===== config.mk =====
export PLATFORM = sky130hd
export DESIGN_NAME = gray_rr_arbiter
export DESIGN_NICKNAME = d
export VERILOG_FILES = /design/src/rtl/gray_rr_arbiter.sv
export SDC_FILE = /design/constraint.sdc
export NUM_CORES = 1
export LEC_CHECK = 0
export BUFFER_PORTS_ARGS = -buffer_cell sky130_fd_sc_hd__buf_2
export CAP_MARGIN = 20
export CORE_MARGIN = 1
export CORE_UTILIZATION = 42
export DETAILED_ROUTE_END_ITERATION = 8
export GPL_TIMING_DRIVEN = 1
export PLACE_DENSITY = 0.86
export SYNTH_ARGS = -nofsm -noshare
export SYNTH_HDL_FRONTEND = slang
export SYNTH_SLANG_ARGS = --single-unit

===== constraint.sdc =====
create_clock -name clk -period 2.4 [get_ports clk]
set_clock_uncertainty 0.05 [all_clocks]
set_input_delay 0.6 -clock clk [delete_from_list [all_inputs] [get_ports clk]]
set_output_delay 0.6 -clock clk [all_outputs]
set_load 0.01 [all_outputs]

===== src/rtl/gray_rr_arbiter.sv =====
// Round-robin burst arbiter: one requester at a time owns the output mux for a
// burst that ends on req_last or after MAX_BEATS beats; the grant index is also exported Gray-coded.
module gray_rr_arbiter #(
    parameter int NR_REQ     = 4,
    parameter int IDX_WIDTH  = 2,
    parameter int DATA_WIDTH = 8,
    parameter int MAX_BEATS  = 8
) (
    input  logic                         clk,
    input  logic                         rst,
    input  logic [NR_REQ-1:0]            req_valid,
    input  logic [NR_REQ-1:0]            req_last,
    input  logic [NR_REQ*DATA_WIDTH-1:0] req_data,
    output logic [NR_REQ-1:0]            req_ready,
    output logic                         out_valid,
    input  logic                         out_ready,
    output logic [DATA_WIDTH-1:0]        out_data,
    output logic                         out_last,
    output logic [IDX_WIDTH-1:0]         out_sel_gray
);

    localparam int CNT_W = (MAX_BEATS > 1) ? $clog2(MAX_BEATS) : 1;

    typedef enum logic {
        IDLE,
        BUSY
    } state_t;

    state_t               state;
    logic [IDX_WIDTH-1:0] grant;
    logic [IDX_WIDTH-1:0] ptr;
    logic [CNT_W-1:0]     beat_cnt;

    logic [IDX_WIDTH-1:0] pick_idx;
    logic                 any_valid;
    logic                 transfer;

    // Walks offsets from farthest to nearest so the nearest set index at or
    // above ptr (with wrap) is the last one written and wins.
    function automatic logic [IDX_WIDTH-1:0] rr_pick(
        input logic [NR_REQ-1:0]    v,
        input logic [IDX_WIDTH-1:0] p
    );
        logic [IDX_WIDTH-1:0] r;
        int unsigned          idx;
        r = '0;
        for (int unsigned i = NR_REQ; i > 0; i--) begin
            idx = (int'(p) + i - 1) % NR_REQ;
            if (v[idx]) begin
                r = IDX_WIDTH'(idx);
            end
        end
        return r;
    endfunction

    always_comb begin
        any_valid = |req_valid;
        pick_idx  = rr_pick(req_valid, ptr);
    end

    always_comb begin
        req_ready    = '0;
        out_valid    = 1'b0;
        out_data     = '0;
        out_last     = 1'b0;
        out_sel_gray = '0;
        if (state == BUSY) begin
            for (int unsigned i = 0; i < NR_REQ; i++) begin
                if (grant == IDX_WIDTH'(i)) begin
                    out_valid    = req_valid[i];
                    out_data     = req_data[DATA_WIDTH*i +: DATA_WIDTH];
                    req_ready[i] = out_ready;
                    out_last     = req_last[i] | (beat_cnt == CNT_W'(MAX_BEATS - 1));
                end
            end
            out_sel_gray = grant ^ (grant >> 1);
        end
    end

    assign transfer = (state == BUSY) && out_valid && out_ready;

    always_ff @(posedge clk) begin
        if (rst) begin
            state    <= IDLE;
            grant    <= '0;
            ptr      <= '0;
            beat_cnt <= '0;
        end else begin
            case (state)
                IDLE: begin
                    if (any_valid) begin
                        grant <= pick_idx;
                        state <= BUSY;
                    end
                end
                BUSY: begin
                    if (transfer) begin
                        if (out_last) begin
                            state    <= IDLE;
                            beat_cnt <= '0;
                            if (grant == IDX_WIDTH'(NR_REQ - 1)) begin
                                ptr <= '0;
                            end else begin
                                ptr <= grant + 1'b1;
                            end
                        end else begin
                            beat_cnt <= beat_cnt + 1'b1;
                        end
                    end
                end
                default: state <= IDLE;
            endcase
        end
    end

endmodule


==> results of run 1 <==
## area by class of cell
class,instances,area (um2),area share
flip-flops and latches,8,170,0.111
multi-input cells,100,855,0.557
repair buffers,73,417,0.271
well taps,27,33.8,0.0220
inverters,8,37.5,0.0244
clock buffers,3,22.5,0.0147
## registers in the layout, summed over array words and instances, names as in the netlist
signal / flops
beat_cnt: 3
grant: 2
ptr: 2
state: 1
## critical path: stages, from the launching register on
cell and delay [ns]:
dfxtp_4 0.36, buf_4 0.13, ha_2 0.18, buf_4 0.18, nor2b_1 0.16, nor3_2 0.16
a21oi_1 0.08, nor2b_1 0.19, buf_2 0.16
## how the worst min path moves through the flow
stage / endpoint / slack, ns
global placement: beat_cnt[1] / 0.40
detailed placement: beat_cnt[2] / 0.41
global route: beat_cnt[1] / 0.47
floorplan: beat_cnt[1] / 0.39
CTS: beat_cnt[1] / 0.43
finish: beat_cnt[1] / 0.44
## routing by layer
layer | vias to the layer above | routed length, um | global-route usage
met5 | - | 0 | 0
met4 | 0 | 61 | 0.106
met3 | 8 | 183 | 0.0222
met2 | 52 | 1620 | 0.453
met1 | 527 | 1280 | 0.285
li1 | 594 | - | -
## power breakdown
group	switching [mW]	total, mW	internal (mW)
logic	0.134	0.275	0.141
registers	0.00633	0.144	0.137
clock network	0.0458	0.103	0.0572
total	0.186	0.522	0.336
## through the flow
stage / util / worst slack [ns]
CTS: 0.701 / -0.0728
detailed placement: 0.624 / 0.0349
global placement: 0.624 / 0.108
finish: 0.775 / -0.102
floorplan: - / 0.254
global route: 0.775 / -0.159
## kinds of logic after synthesis
family,after synthesis,synth area share
fa+ha+maj,6,0.0839
simple gates,53,0.338
flops,8,0.179
buf+inv,17,0.0797
compound gates,41,0.319
## cell usage after synthesis (all sizes together) (2+ instances only)
cell / count / area share
and2: 3 / 0.021
a221oi: 8 / 0.078
a31o: 2 / 0.029
o21ai: 6 / 0.034
nor2: 5 / 0.021
nand2: 3 / 0.013
clkbuf: 4 / 0.017
inv: 8 / 0.034
and3: 5 / 0.035
nand3: 4 / 0.022
buf: 5 / 0.029
nor3: 8 / 0.045
ha: 6 / 0.084
nor2b: 20 / 0.14
nand4: 2 / 0.014
a211oi: 3 / 0.031
dfxtp: 8 / 0.18
a21oi: 15 / 0.084
## repair_timing
item,CTS,global route
gates resized for setup,23,22
pin swaps,3,11
endpoints found under the setup margin,10,10
buffers inserted,3,4
==> run_results.csv, run 1 <==
group,metric,value,unit
status,run_status,"complete, but fails checks",
status,violations,"setup timing",
clock_tree,cts_made_buffers,3,
sta,rsz0062_at_grt,"yes",
final_layout,nets,243,
place,portBuffers,58,
floorplan,die_w,48.2,um
critical_path,critPathLaunch,"grant[1]",
place,place_area,1240,um2
critical_path,crit_end,"out_data[1]",
sta,relSlewSlack,0.810,
route,drt-initial-drc-count,18,
clock_tree,cts_tree,"yes",
clock_tree,path_clk_slew,0.06,ns
critical_path,reg2reg_depth,8,
route,wl_per_cell,14.4,um
global_route,track_usage,0.246,
clock_tree,cts-root-buf,"clkbuf_4",
floorplan,die_h,48.2,um
route,dr.pass1.iters,4,
final_layout,layout_commonest_cell,"buf_2",
global_route,antenna_found_initial,0,
sta,finalHoldViolCount,0,
sta,fin_crit,2.50,ns
critical_path,r2r-end,"ptr[0]",
global_route,grt_max_degree,23,
route,ant_nets,0,
route,route.detailed.drc,0,
flow_run,drv_cap,0,
critical_path,path_max_fanout,10,
critical_path,worstPathArrival,1.85,ns
clock_tree,cts_sinks,8,
floorplan,die_area,2320,um2
clock_tree,cts_hold_buffers,0,
route,totalWireLength,3.15,mm
pwr,power.total,0.522,mW
critical_path,worstSetupEndpointType,"primary output",
final_layout,syn2layout_area_growth,71.6,%
floorplan,coreArea,1980,um2
critical_path,cp-start-kind,"register",
global_route,grt_pass1_wl,4.00,mm
critical_path,required,1.75,ns
floorplan,start_util,0.451,
critical_path,r2r-start,"grant[0]",
yosys,yosysWarnings,0,
yosys,synth-seq-cells,8,
sta,setup_viol,4,
clock_tree,clock_latency,0.25,ns
pwr,p_leak,0.711,nW
sta,max_clock_freq,0.400,GHz
sta,hold_ws,0.435,ns
place,dp_hpwl,2.05,mm
pwr,peakVddDrop,0.356,mV
yosys,synth-async-reset-ratio,0,
yosys,syn_area,895,um2
yosys,syn_nets,174,
final_layout,instances_no_fill,219,
clock_tree,h-tree-depth,1,
sta,worst_slew_pin_slew,0.285,ns
hold_path,min_path_type,"register to register",
floorplan,ios,59,
sta,slew_viol_final,0,
clock_tree,ctsLongestPathBuffers,2,
hold_path,hold_start,"beat_cnt[1]",
yosys,synth_flop_cell,"dfxtp_1",
place,place_congestion,0.791,
global_route,gr-total-overflow,0,
yosys,ys_seq_area_frac,0.179,
yosys,yosysUniqueCellTypes,33,
final_layout,most-common-layout-cells,"buf_2 (57), nor2b_1 (19), buf_4 (14)",
critical_path,criticalPathCategory,"register to primary output",
sta,setup_tns,-0.226,ns
final_layout,antenna_cells,0,
pwr,power.density,340,nW/um2
final_layout,fill_cells,132,
route,vias_per_cell,5.39,
sta,worst_slack,-0.102,ns
global_route,grt_pass1_vias,966,
yosys,syn_area_per_cell,7.16,um2
yosys,netlist_instances,125,
route,num_vias,1181,
yosys,synth_edf_count,0,
place,place_inst,209,
final_layout,stdcell_area,1540,um2
final_layout,drive_above_1_share,0.563,
critical_path,rrSetupSlack,0.36,ns
hold_path,hold_path_depth,2,
sta,post-route-period-util,1.04,
floorplan,num_rows,16,
(Power assumes the default switching activity.)
==> run 2: changes to the inputs <==
--- a/config.mk
+++ b/config.mk
@@ -12,6 +12,7 @@
 export DETAILED_ROUTE_END_ITERATION = 8
 export GPL_TIMING_DRIVEN = 1
 export PLACE_DENSITY = 0.86
+export SETUP_SLACK_MARGIN = 0.15
 export SYNTH_ARGS = -nofsm -noshare
 export SYNTH_HDL_FRONTEND = slang
 export SYNTH_SLANG_ARGS = --single-unit
==> run 2 against run 1 <==
  * The flow still finishes with violations (setup timing)
  * Via count up 11%
  * Die area stayed put
  * Sequential power about the same
  * Register-to-register slack hardly changed
  * Hold slack is essentially flat
  * Global-route usage fell by 0.53 points
  * Routed wire length grew 19%
  * Maximum frequency increased by 1.3%
  * First-iteration DRC count increased to 2.8 times the previous value
  * Sequential share of layout area shrank 0.67 points
  * Largest cell class unchanged
  * Largest power group unchanged
==> run_results.csv, run 2 (synthesis gave the netlist of run 1 again) <==
group,metric,value,unit
final_layout,reg.largest.list,"beat_cnt x3, grant x2, ptr x2",
global_route,grt_pass1_vias,955,
final_layout,syn2layout_area_growth,82.7,%
global_route,grt_pass1_wl,3.93,mm
global_route,grt_max_degree,23,
place,portBuffers,58,
clock_tree,h-tree-depth,1,
final_layout,layout_commonest_cell,"buf_2",
clock_tree,clock_latency,0.26,ns
critical_path,criticalPathCategory,"register to primary output",
clock_tree,cts_sinks,8,
critical_path,cp-start-kind,"register",
pwr,peakVddDrop,0.360,mV
pwr,power.density,336,nW/um2
pwr,power.total,0.550,mW
final_layout,drive_above_1_share,0.577,
critical_path,slowest_stage,"dfxtp_4",
place,place_area,1240,um2
status,violations,"setup timing",
global_route,gr-total-overflow,0,
route,vias_per_cell,5.89,
flow_run,drv_cap,0,
clock_tree,cts_made_buffers,3,
final_layout,antenna_cells,0,
sta,fin_crit,2.47,ns
route,num_vias,1313,
clock_tree,path_clk_slew,0.06,ns
final_layout,nets,247,
route,totalWireLength,3.75,mm
route,wl_per_cell,16.8,um
floorplan,die_w,48.2,um
sta,rsz0062_at_grt,"yes",
critical_path,cp_cell_sequence,"inv_4, ha_4, nor2b_4, buf_8, a221oi_2, nor3_1, a21oi_1, nor2b_1, buf_2",
clock_tree,ctsLongestPathBuffers,2,
sta,worst_slew_pin_slew,0.290,ns
final_layout,fin_util,0.824,
clock_tree,cts_tree,"yes",
route,dr.pass1.iters,4,
route,route.detailed.drc,0,
floorplan,die_h,48.2,um
pwr,p_leak,0.742,nW
final_layout,fill_cells,104,
sta,setup_tns,-0.356,ns
status,run_status,"complete, but fails checks",
global_route,track_usage,0.240,
critical_path,worstPathArrival,1.82,ns
hold_path,min_path_type,"register to register",
sta,post-route-period-util,1.03,
sta,worst_slack,-0.0692,ns
critical_path,path_max_fanout,8,
floorplan,start_util,0.451,
floorplan,die_area,2320,um2
place,dp_hpwl,2.05,mm
route,ant_nets,0,
clock_tree,cts-root-buf,"clkbuf_4",
sta,relSlewSlack,0.805,
floorplan,ios,59,
floorplan,num_rows,16,
critical_path,slowest_delay,0.39,ns
floorplan,coreArea,1980,um2
final_layout,top_register,"beat_cnt",
route,drt-initial-drc-count,50,
critical_path,worstSetupEndpointType,"primary output",
final_layout,most-common-layout-cells,"buf_2 (57), nor2b_1 (19), a21oi_1 (13), buf_4 (13)",
sta,max_clock_freq,0.405,GHz
final_layout,largest_reg_flops,3,
critical_path,required,1.75,ns
place,place_congestion,0.791,
sta,slew_viol_final,0,
sta,finalHoldViolCount,0,
final_layout,stdcell_area,1630,um2
sta,setup_viol,10,
global_route,antenna_found_initial,0,
-- run 2: path summary, 6_finish.rpt --
check,start,to,slack (ns),cells past startpoint
worst max-delay path,grant[1],out_data[2],-0.07,9
worst min-delay path,beat_cnt[1],beat_cnt[1],0.44,2
worst max register to register,grant[1],ptr[0],0.36,9
worst min register to register,beat_cnt[1],beat_cnt[1],0.44,2
-- run 2: worst max-delay path: cells and delay by family (launching register included) --
| kind | cells | cell delay, ns |
|---|---|---|
| and+or+nand+nor | 3 | 0.49 |
| adders and majority gates | 1 | 0.17 |
| AOI/OAI and AO/OA | 2 | 0.15 |
| buffers and inverters | 3 | 0.37 |
| DFF | 1 | 0.39 |
-- run 2: metal layers --
metal / vias up / part of all wire / track usage
li1: 600 / - / -
met1: 588 / 0.38 / 0.279
met2: 103 / 0.49 / 0.435
met3: 22 / 0.080 / 0.0222
met4: 0 / 0.055 / 0.122
met5: - / 0 / 0
-- run 2: cell type report --
type	count	area, um2	share of cell area
inverters	8	37.5	0.0230
well taps	27	33.8	0.0207
flip-flops and latches	8	170	0.104
multi-input cells	100	880	0.538
clock buffers	3	22.5	0.0138
repair buffers	77	490	0.300
-- run 2: metrics by stage --
stage	worst slack, ns	hold WS (ns)	std cells
2_1_floorplan	0.254	0.390	125
3_3_place_gp	0.108	0.399	209
3_5_place_dp	0.0349	0.410	209
4_1_cts	-0.0728	0.434	215
5_1_grt	-0.169	0.466	223
6_report	-0.0692	0.435	223
-- run 2: what timing repair did --
item                       in CTS  in global routing
cloned                          0                  1
hold buffers                    0                  0
resized for setup              25                 30
setup endpoints to repair      10                 10
setup buffers                   3                  7
hold endpoints to repair        0                  0
pin swaps                       3                 13
-- run 2: where the power goes --
part	total, mW	internal, mW	switching [mW]
Clock	0.105	0.0574	0.0480
Combinational	0.300	0.153	0.146
Sequential	0.145	0.137	0.00738
Total	0.550	0.348	0.202
